$ cat src/rtl/sopc_scope_nios2_dct_packer.sv
// -----------------------------------------------------------------------------
// sopc_scope_nios2_dct_packer
//
// Packs retired direct-conditional-branch outcomes into 2-bit codes
// ({1'b1, taken}). Up to 15 codes are accumulated in a 30-bit buffer, with the
// newest code in bits [1:0]. Completed frames are handed to the trace FIFO
// through a single-entry output slot with a valid/ready handshake.
//
// Ports:
//   clk          - single clock, rising edge
//   reset_n      - asynchronous active-low reset
//   trc_on       - trace enable; events are ignored while low
//   dct_valid    - one conditional branch retired this cycle
//   dct_taken    - branch outcome (1 = taken)
//   flush        - non-sequential event; closes the current frame
//   frame_ready  - consumer accepts frame_data this cycle
//   dct_buffer   - live accumulator (30 bits)
//   dct_count    - number of codes in the accumulator (0..15)
//   frame_valid  - a frame is held in the output slot
//   frame_data   - {count[3:0], buffer[29:0]} of the held frame
//   overflow     - sticky; set on the first dropped event
//   drop_count   - saturating count of dropped events
// -----------------------------------------------------------------------------
module sopc_scope_nios2_dct_packer #(
    parameter int DROP_W           = 8,
    parameter bit FLUSH_ON_TRC_OFF = 1'b1
) (
    input  logic              clk,
    input  logic              reset_n,
    input  logic              trc_on,
    input  logic              dct_valid,
    input  logic              dct_taken,
    input  logic              flush,
    input  logic              frame_ready,
    output logic [29:0]       dct_buffer,
    output logic [3:0]        dct_count,
    output logic              frame_valid,
    output logic [33:0]       frame_data,
    output logic              overflow,
    output logic [DROP_W-1:0] drop_count
);

    typedef enum logic {
        SLOT_EMPTY = 1'b0,
        SLOT_FULL  = 1'b1
    } slot_state_t;

    slot_state_t       r_slot;
    logic [29:0]       r_buf;
    logic [3:0]        r_cnt;
    logic [33:0]       r_frame;
    logic              r_overflow;
    logic [DROP_W-1:0] r_drop_cnt;
    logic              r_flush_pend;
    logic              r_trc_d;

    logic              w_full;
    logic              w_accept;
    logic              w_drop;
    logic [29:0]       w_n_buf;
    logic [3:0]        w_n_cnt;
    logic              w_trc_fall;
    logic              w_flush_close;
    logic              w_close;
    logic              w_slot_free;

    assign w_full      = (r_cnt == 4'd15);
    assign w_accept    = trc_on & dct_valid & ~w_full;
    assign w_drop      = trc_on & dct_valid & w_full;
    assign w_n_buf     = w_accept ? {r_buf[27:0], 1'b1, dct_taken} : r_buf;
    assign w_n_cnt     = w_accept ? (r_cnt + 4'd1) : r_cnt;
    assign w_trc_fall  = FLUSH_ON_TRC_OFF & r_trc_d & ~trc_on;
    // A flush-type close only matters when there is something to emit;
    // an empty accumulator neither emits a frame nor arms flush_pend.
    assign w_flush_close = (flush | r_flush_pend | w_trc_fall) & (w_n_cnt != 4'd0);
    assign w_close     = (w_n_cnt == 4'd15) | w_flush_close;
    assign w_slot_free = (r_slot == SLOT_EMPTY) | frame_ready;

    always_ff @(posedge clk or negedge reset_n) begin
        if (!reset_n) begin
            r_slot       <= SLOT_EMPTY;
            r_buf        <= '0;
            r_cnt        <= '0;
            r_frame      <= '0;
            r_overflow   <= 1'b0;
            r_drop_cnt   <= '0;
            r_flush_pend <= 1'b0;
            r_trc_d      <= 1'b0;
        end else begin
            r_trc_d <= trc_on;

            if (w_drop) begin
                r_overflow <= 1'b1;
                if (r_drop_cnt != {DROP_W{1'b1}}) begin
                    r_drop_cnt <= r_drop_cnt + 1'b1;
                end
            end

            if (w_close && w_slot_free) begin
                // Covers the back-to-back case: the old frame is consumed
                // this cycle and the new one takes its place.
                r_frame      <= {w_n_cnt, w_n_buf};
                r_slot       <= SLOT_FULL;
                r_buf        <= '0;
                r_cnt        <= '0;
                r_flush_pend <= 1'b0;
            end else begin
                // Slot busy (or no close): keep accumulating. A flush that
                // cannot be honoured yet is remembered so the frame closes
                // as soon as the slot frees, even if no new event arrives.
                r_buf <= w_n_buf;
                r_cnt <= w_n_cnt;
                if (w_close && w_flush_close) begin
                    r_flush_pend <= 1'b1;
                end
                if ((r_slot == SLOT_FULL) && frame_ready) begin
                    r_slot <= SLOT_EMPTY;
                end
            end
        end
    end

    assign dct_buffer  = r_buf;
    assign dct_count   = r_cnt;
    assign frame_valid = (r_slot == SLOT_FULL);
    assign frame_data  = r_frame;
    assign overflow    = r_overflow;
    assign drop_count  = r_drop_cnt;

endmodule

$ cat config.mk
export PLATFORM = sky130hd
export DESIGN_NAME = sopc_scope_nios2_dct_packer
export DESIGN_NICKNAME = d
export VERILOG_FILES = /design/src/rtl/sopc_scope_nios2_dct_packer.sv
export SDC_FILE = /design/constraint.sdc
export NUM_CORES = 1
export LEC_CHECK = 0
export ABC_AREA = 1
export CORE_MARGIN = 1
export CORE_UTILIZATION = 30
export DETAILED_ROUTE_END_ITERATION = 16
export GPL_ROUTABILITY_DRIVEN = 0
export SETUP_SLACK_MARGIN = 0.02
export SYNTH_ARGS = -nofsm -noshare
export SYNTH_HDL_FRONTEND = slang
export SYNTH_SLANG_ARGS = --single-unit
$ cat constraint.sdc
create_clock -name clk -period 3 [get_ports clk]
set_input_delay 0.6 -clock clk [delete_from_list [all_inputs] [get_ports clk]]
set_output_delay 0.6 -clock clk [all_outputs]
set_load 0.1 [all_outputs]
==> flow_summary.ini, run 1 <==
[drt]
viasPerCell = 4.65
first_pass_iters = 4
wire_per_inst_um = 13.5
wl_um = 8410
drc_errors = 0
dr_total_vias = 2900
antenna_left = 0
drt-initial-drc-count = 144

[cts]
cts-resized-gates = 0
postCtsHoldBufs = 0
numCtsBuffers = 9
ctsRootBufferMaster = clkbuf_16
path_clk_slew_ps = 60
cts_sinks = 80
clock_latency_ps = 330
cts_tree = built
clk_path_buf_depth = 2
postCtsSetupRepairBufs = 0
htreeDepth = 3

[sta]
hold_viol = 0
max_clock_freq_ghz = 0.407
clock_skew_ps = 6.40
rsz0062_at_grt = no
period_share_pct = 81.9
worst_slew_pin_slew_ps = 1040
maxSlewViolCount = 0
period_needed_ps = 2460
tns_ps = 0
setup_viol = 0
relSlewSlack_pct = 30.7

[floorplan]
core_area_um2 = 11500
die_x_um = 111
pin_count = 85
dieArea_um2 = 12300
rows = 39
start_util_pct = 31.0
die_h_um = 111

[yosys]
ys_ff_latch = 80
synth.cell_area_um2 = 3560
syn_avg_cell_area_um2 = 8.90
ys_seq_area_share_pct = 56.2
syn_inst = 400
synth_cell_types = 25
synth-edff-count = 0
dominantRegCellSynth = dfrtp_1
ys_async_sr_fraction_pct = 100
synth_fp_nets = 409
ys_warn_count = 0

[worst_setup_path]
critical_path_class = input pin to flip-flop
cp_max_fo = 35
start_kind = input pin
r2r_start = dct_count[0]$_DFF_PN0_
r2r_setup_slack_ps = 660
crit_path_cell_trace = clkdlybuf4s50_1, nand2_1, inv_2, nand2_4, nand2_1, nand2_2, nor2_1, nand3_1, nand2_1, nand2_4, nand2_4, nand2_1, nand2_1
worstPathRequired_ps = 3270
r2r_end = frame_data[27]$_DFFE_PN0P_
cp_slowest_stage_delay_ps = 510
crit_slowest_cell = clkdlybuf4s50_1
rr_worst_depth = 12
endpoint_kind = flip-flop
crit_path_frequent_cell = nand2_1
worstPathArrival_ps = 2730

[finish]
diodes = 0
drive_above_1_share_pct = 25.8
syn2layout_area_growth_pct = 29.9
final_nets = 484

[grt]
overflow = 0
grt_usage_pct = 14.6
grt_pass1_vias = 2847
grt_antenna_before_repair = 0
grt_max_degree = 81
grt_pass1_wl_um = 14400

[min_path]
hold_class = input pin to async pin

[placement]
io_buffer_count = 84
hpwl_um = 5610

[outcome]
outcome = finished, final reports clean

[flow_run]
maxCapViolCount = 0
## Yosys cell counts (3+ instances only)
cell / instances / area [um^2]
o21ai_0: 17 / 85.1
inv_1: 28 / 105
xor2_1: 3 / 26.3
nand3_1: 42 / 210
buf_4: 3 / 22.5
xnor2_1: 4 / 35.0
nand2_1: 127 / 477
clkbuf_1: 9 / 33.8
a21oi_1: 21 / 105
a21boi_0: 14 / 105
nand2_4: 3 / 33.8
or2_2: 17 / 106
dfrtp_1: 80 / 2000
buf_2: 6 / 30.0
buf_6: 5 / 56.3
nor2_1: 10 / 37.5
## worst max-delay path by stage
| stage | from | to | cells past startpoint |
|---|---|---|---|
| floorplan | dct_count[1]$_DFF_PN0_ | frame_data[0]$_DFFE_PN0P_ | 13 |
| global placement | trc_on | frame_valid$_DFFE_PN0P_ | 12 |
| detailed placement | trc_on | frame_data[27]$_DFFE_PN0P_ | 13 |
| CTS | trc_on | frame_data[27]$_DFFE_PN0P_ | 13 |
| global route | trc_on | frame_data[0]$_DFFE_PN0P_ | 13 |
| finish | trc_on | frame_data[27]$_DFFE_PN0P_ | 13 |
## kinds of logic (layout without fill, tap and decap cells)
family | count (synthesis) | count (layout) | share of synthesized area [%]
adder cells (fa/ha/maj) | 2 | 2 | 0.703
flip-flops | 80 | 80 | 56.2
AO/OA/AOI/OAI | 55 | 55 | 8.93
AND/OR/NAND/NOR | 202 | 202 | 24.9
buffers and inverters | 53 | 133 | 7.17
multiplexers | 1 | 1 | 0.316
XOR/XNOR | 7 | 7 | 1.72
## layout by cell type (no fill, tap or decap)
master	n
nand2_1	126
buf_4	80
clkbuf_1	2
a21boi_0	14
inv_2	2
clkbuf_16	9
ha_1	2
xor2_1	3
or2_2	17
inv_1	28
o21ai_1	1
buf_12	2
a21oi_2	1
dfrtp_1	80
bufinv_16	2
clkdlybuf4s50_1	5
nand2_2	2
xnor2_1	4
mux2_2	1
nand2_4	3
nand3_2	1
o21ai_0	17
nand3_1	42
a21oi_1	21
o21ai_2	1
nor2_1	10
nand4_1	1
clkbuf_8	3
## worst max-delay path, delay by kind of cell
| kind | cells | cell delay (ps) |
|---|---|---|
| simple gates | 11 | 1470 |
| buf+inv | 2 | 630 |
## state kept, by name (all words and copies together) (netlist names)
signal,flops
frame_valid,1
drop_count,8
r_trc_d,1
dct_count,4
r_flush_pend,1
frame_data,34
dct_buffer,30
overflow,1
## area by class of cell
class,count,area [um^2]
flip-flops and latches,80,2000
clock buffers,14,274
clock inverters,2,60.1
well taps,143,179
inverters,30,113
fillers,1128,6840
repair buffers,87,691
multi-input cells,267,1310
## routing by layer
layer  GRT usage, %  routed length (um)  up-vias
met5              0                   0        -
met4           6.40                 145        0
met3           3.28                 377       10
met2           22.5                3920       70
met1           19.8                3960     1401
li1               -                   -     1419
## stage by stage
stage / utilization [%] / std cells / cell area [um^2] / worst slack [ps] / hold slack, ps
floorplan: - / 400 / 3560 / 450 / 304
global placement: 37.4 / 607 / 4290 / 206 / 463
detailed placement: 37.4 / 607 / 4290 / 170 / 463
CTS: 40.3 / 623 / 4620 / 523 / 478
global route: 40.3 / 623 / 4620 / 280 / 493
finish: 40.3 / 623 / 4620 / 544 / 419
Power of run 1 is left out: the tool's default activity adds up to more than one toggle a clock period on the data nets, which glitch-free logic cannot reach.
==> run 2, diff against run 1 <==
clock period = 2.4 ns   (was 3 ns; I/O delays follow)
==> flow_summary.ini, run 2 (synthesis gave the netlist of run 1 again) <==
[floorplan]
pin_count = 85
die_h_um = 111
rows = 39
start_util_pct = 31.0
die_x_um = 111
dieArea_um2 = 12300
core_area_um2 = 11500

[grt]
grt_usage_pct = 15.0
overflow = 0
grt_antenna_before_repair = 0
grt_pass1_vias = 2859
grt_max_degree = 48
grt_pass1_wl_um = 14600

[worst_setup_path]
r2r_end = frame_data[8]$_DFFE_PN0P_
crit_path_start = trc_on
cp_max_fo = 31
crit_path_frequent_cell = nand2_1
crit_slowest_cell = clkdlybuf4s50_1
endpoint_kind = flip-flop
worstPathArrival_ps = 2260
worstPathRequired_ps = 2670
start_kind = input pin
rr_worst_depth = 13
r2r_setup_slack_ps = 430
cp_slowest_stage_delay_ps = 500
r2r_start = dct_count[1]$_DFF_PN0_
critical_path_class = input pin to flip-flop
crit_path_cell_trace = clkdlybuf4s50_1, nand2_1, inv_2, nand2_4, nand2_1, nand2_2, nor2_1, nand3_1, nand2_1, nand2_4, nand2_4, buf_12, nand2_1, nand2_1

[drt]
dr_total_vias = 2862
drt-initial-drc-count = 95
viasPerCell = 4.54
antenna_left = 0
wl_um = 8530
drc_errors = 0
first_pass_iters = 5
wire_per_inst_um = 13.5

[finish]
drive_above_1_share_pct = 27.9
final_common_cell = nand2_1
seq_area_um2 = 2000
final_cell_mix = 126 x nand2_1, 85 x buf_4, 78 x dfrtp_1
largest_reg_flops = 34
syn2layout_area_growth_pct = 32.0
multi_input_area_um2 = 1310
final_nets = 492
nFillCells = 1134
fin_util_pct = 41.0
diodes = 0
layout.cells.non_filler = 631

[cts]
clk_path_buf_depth = 2
cts-resized-gates = 0
numCtsBuffers = 9
postCtsHoldBufs = 0
path_clk_slew_ps = 60
cts_tree = built
cts_sinks = 80
clock_latency_ps = 340
htreeDepth = 3
ctsRootBufferMaster = clkbuf_16
postCtsSetupRepairBufs = 0

[sta]
period_needed_ps = 1980
tns_ps = 0
relSlewSlack_pct = 70.1
hold_viol = 0
worst_slew_pin_slew_ps = 449
max_clock_freq_ghz = 0.504
rsz0062_at_grt = no
clock_skew_ps = 4.91
maxSlewViolCount = 0
setup_ws_ps = 415
period_share_pct = 82.7
setup_viol = 0

[flow_run]
maxCapViolCount = 0

[outcome]
outcome = finished, final reports clean

[placement]
io_buffer_count = 84
dp_cells = 615
pre_cts_slack_ps = 50.6
hpwl_um = 5950

[min_path]
hold_class = input pin to async pin
## run 2: cell types whose count changed in the layout (fill, tap and decap cells not counted), sizes merged
cell | before | now
buf | 82 | 90
clkbuf | 14 | 11
clkinv | 0 | 2
clkinvlp | 0 | 2
bufinv | 2 | 1
## run 2: area by class of cell
cell class	count	share of cell area, %
flip-flops and latches	80	42.7
multi-input cells	267	27.8
repair buffers	95	16.8
clock buffers	11	5.38
well taps	143	3.81
inverters	30	2.40
clock inverters	5	1.17
## run 2: worst max path at each step
stage                                             to  slack (ps)  cells after the start
final                      frame_data[8]$_DFFE_PN0P_         420                     14
after global routing       frame_data[8]$_DFFE_PN0P_         120                     13
after CTS                  frame_data[5]$_DFFE_PN0P_         400                     13
after detailed placement   frame_data[5]$_DFFE_PN0P_          50                     14
after global placement    frame_data[25]$_DFFE_PN0P_         100                     13
after floorplan            frame_data[0]$_DFFE_PN0P_          70                     12
## run 2: worst max-delay path, delay by kind of cell
| kind | cells | cell delay (ps) |
|---|---|---|
| simple gates | 11 | 950 |
| buf+inv | 3 | 810 |
## run 2: metal layers
metal	GRT usage [%]	vias to the layer above	wire length (um)
li1	-	1442	-
met2	23.6	64	3890
met3	3.77	13	428
met1	19.5	1343	4050
met5	0	-	0
met4	6.84	0	162
## run 2: metrics by stage
stage	area [um^2]	hold WS, ps
6_report	4700	85.7
5_1_grt	4700	111
4_1_cts	4700	98.7
3_5_place_dp	4390	460
3_3_place_gp	4390	459
2_1_floorplan	3560	184
Power of run 2 is left out for the same reason.
==> run 3, diff against run 2 <==
clock period = 2.1 ns   (was 2.4 ns; I/O delays follow)
==> flow_summary.ini, run 3 (synthesis gave the netlist of run 1 again) <==
[finish]
drive_above_1_share_pct = 31.0
final_cell_mix = 126 x nand2_1, 98 x buf_4, 72 x dfrtp_1
final_common_cell = nand2_1
diodes = 0
fin_util_pct = 42.5
syn2layout_area_growth_pct = 36.8
final_nets = 505
nFillCells = 1100
largest_reg_flops = 34

[drt]
viasPerCell = 4.48
dr_total_vias = 2881
wire_per_inst_um = 13.3
first_pass_iters = 4
antenna_left = 0
wl_um = 8570
drt-initial-drc-count = 129
drc_errors = 0

[floorplan]
core_area_um2 = 11500
die_h_um = 111
start_util_pct = 31.0
dieArea_um2 = 12300
rows = 39
die_x_um = 111
pin_count = 85

[cts]
postCtsHoldBufs = 0
postCtsSetupRepairBufs = 0
path_clk_slew_ps = 60
cts_tree = built
htreeDepth = 3
clk_path_buf_depth = 2
cts-resized-gates = 0
numCtsBuffers = 9
cts_sinks = 80
ctsRootBufferMaster = clkbuf_16
clock_latency_ps = 330

[worst_setup_path]
cp_max_fo = 28
r2r_end = frame_data[25]$_DFFE_PN0P_
rr_worst_depth = 13
r2r_setup_slack_ps = 200
start_kind = flip-flop
worstPathRequired_ps = 2370
cp_slowest_stage_delay_ps = 500
critPathTopFamily = simple AND/OR/NAND/NOR gates
crit_slowest_cell = dfrtp_4
crit_buf_inv = 1
critical_path_class = flip-flop to flip-flop
crit_path_cell_trace = ha_4, nand3_2, nand2_4, nand2_1, nand2_2, nor2_1, nand3_1, nand2_1, nand2_4, nand2_4, buf_12, nand2_1, nand2_1
r2r_start = dct_count[0]$_DFF_PN0_
worstPathArrival_ps = 2180
endpoint_kind = flip-flop
crit_path_frequent_cell = nand2_1

[grt]
grt_pass1_wl_um = 14200
grt_max_degree = 52
grt_antenna_before_repair = 0
grt_usage_pct = 14.6
overflow = 0
grt_pass1_vias = 2830

[sta]
hold_viol = 0
clock_skew_ps = 2.71
period_share_pct = 90.6
whs_ps = 11.4
setup_viol = 0
worst_slew_pin_slew_ps = 409
maxSlewViolCount = 0
relSlewSlack_pct = 72.8
max_clock_freq_ghz = 0.526
rsz0062_at_grt = no
period_needed_ps = 1900

[placement]
io_buffer_count = 84
hpwl_um = 5910

[outcome]
outcome = finished, final reports clean

[min_path]
hold_class = input pin to async pin

[flow_run]
maxCapViolCount = 0
## run 3: cell count changes in the layout (fill, tap and decap cells not counted), moves of 2 or more
cell,previous run,this run
bufinv_16,1,4
clkbuf_8,2,0
buf_4,85,98
dfrtp_2,2,6
dfrtp_4,0,2
dfrtp_1,78,72
## run 3: worst register-to-register path: stages, from the launching register on
cell	delay (ps)
dfrtp_4	500
ha_4	180
nand3_2	120
nand2_4	70
nand2_1	70
nand2_2	60
nor2_1	110
nand3_1	110
nand2_1	120
nand2_4	100
nand2_4	90
buf_12	180
nand2_1	80
nand2_1	50
## run 3: final cells by class
class | instances | area [um^2] | share of cell area [%]
well taps | 143 | 179 | 3.67
repair buffers | 108 | 886 | 18.2
inverters | 30 | 113 | 2.31
clock inverters | 6 | 133 | 2.72
multi-input cells | 267 | 1320 | 27.1
clock buffers | 9 | 225 | 4.62
flip-flops and latches | 80 | 2020 | 41.4
## run 3: per-stage QoR
| step | setup TNS (ps) | instance area, um^2 | std cells | setup slack [ps] |
|---|---|---|---|---|
| floorplan | 0 | 3590 | 400 | 78.7 |
| global placement | -3170 | 4510 | 628 | -94.5 |
| detailed placement | -8690 | 4510 | 628 | -166 |
| CTS | 0 | 4870 | 643 | 167 |
| global route | 0 | 4870 | 643 | 21.5 |
| finish | 0 | 4870 | 643 | 197 |
## run 3: layer usage
| metal | vias to the layer above | GRT usage [%] | part of all wire [%] |
|---|---|---|---|
| met2 | 49 | 24.0 | 47 |
| met5 | - | 0 | 0 |
| li1 | 1468 | - | - |
| met1 | 1358 | 18.6 | 48 |
| met4 | 0 | 5.07 | 1.1 |
| met3 | 6 | 3.94 | 4.1 |
## run 3: how the worst max path moves through the flow
stage / slack [ps] / end / from / cells past startpoint
2_1_floorplan: 80 / frame_data[0]$_DFFE_PN0P_ / dct_count[0]$_DFF_PN0_ / 13
3_3_place_gp: -90 / dct_buffer[17]$_DFF_PN0_ / trc_on / 10
3_5_place_dp: -170 / frame_data[25]$_DFFE_PN0P_ / trc_on / 14
4_1_cts: 170 / frame_data[25]$_DFFE_PN0P_ / dct_count[0]$_DFF_PN0_ / 13
5_1_grt: 20 / frame_data[8]$_DFFE_PN0P_ / trc_on / 14
6_report: 200 / frame_data[25]$_DFFE_PN0P_ / dct_count[0]$_DFF_PN0_ / 13
Power of run 3 is left out for the same reason.
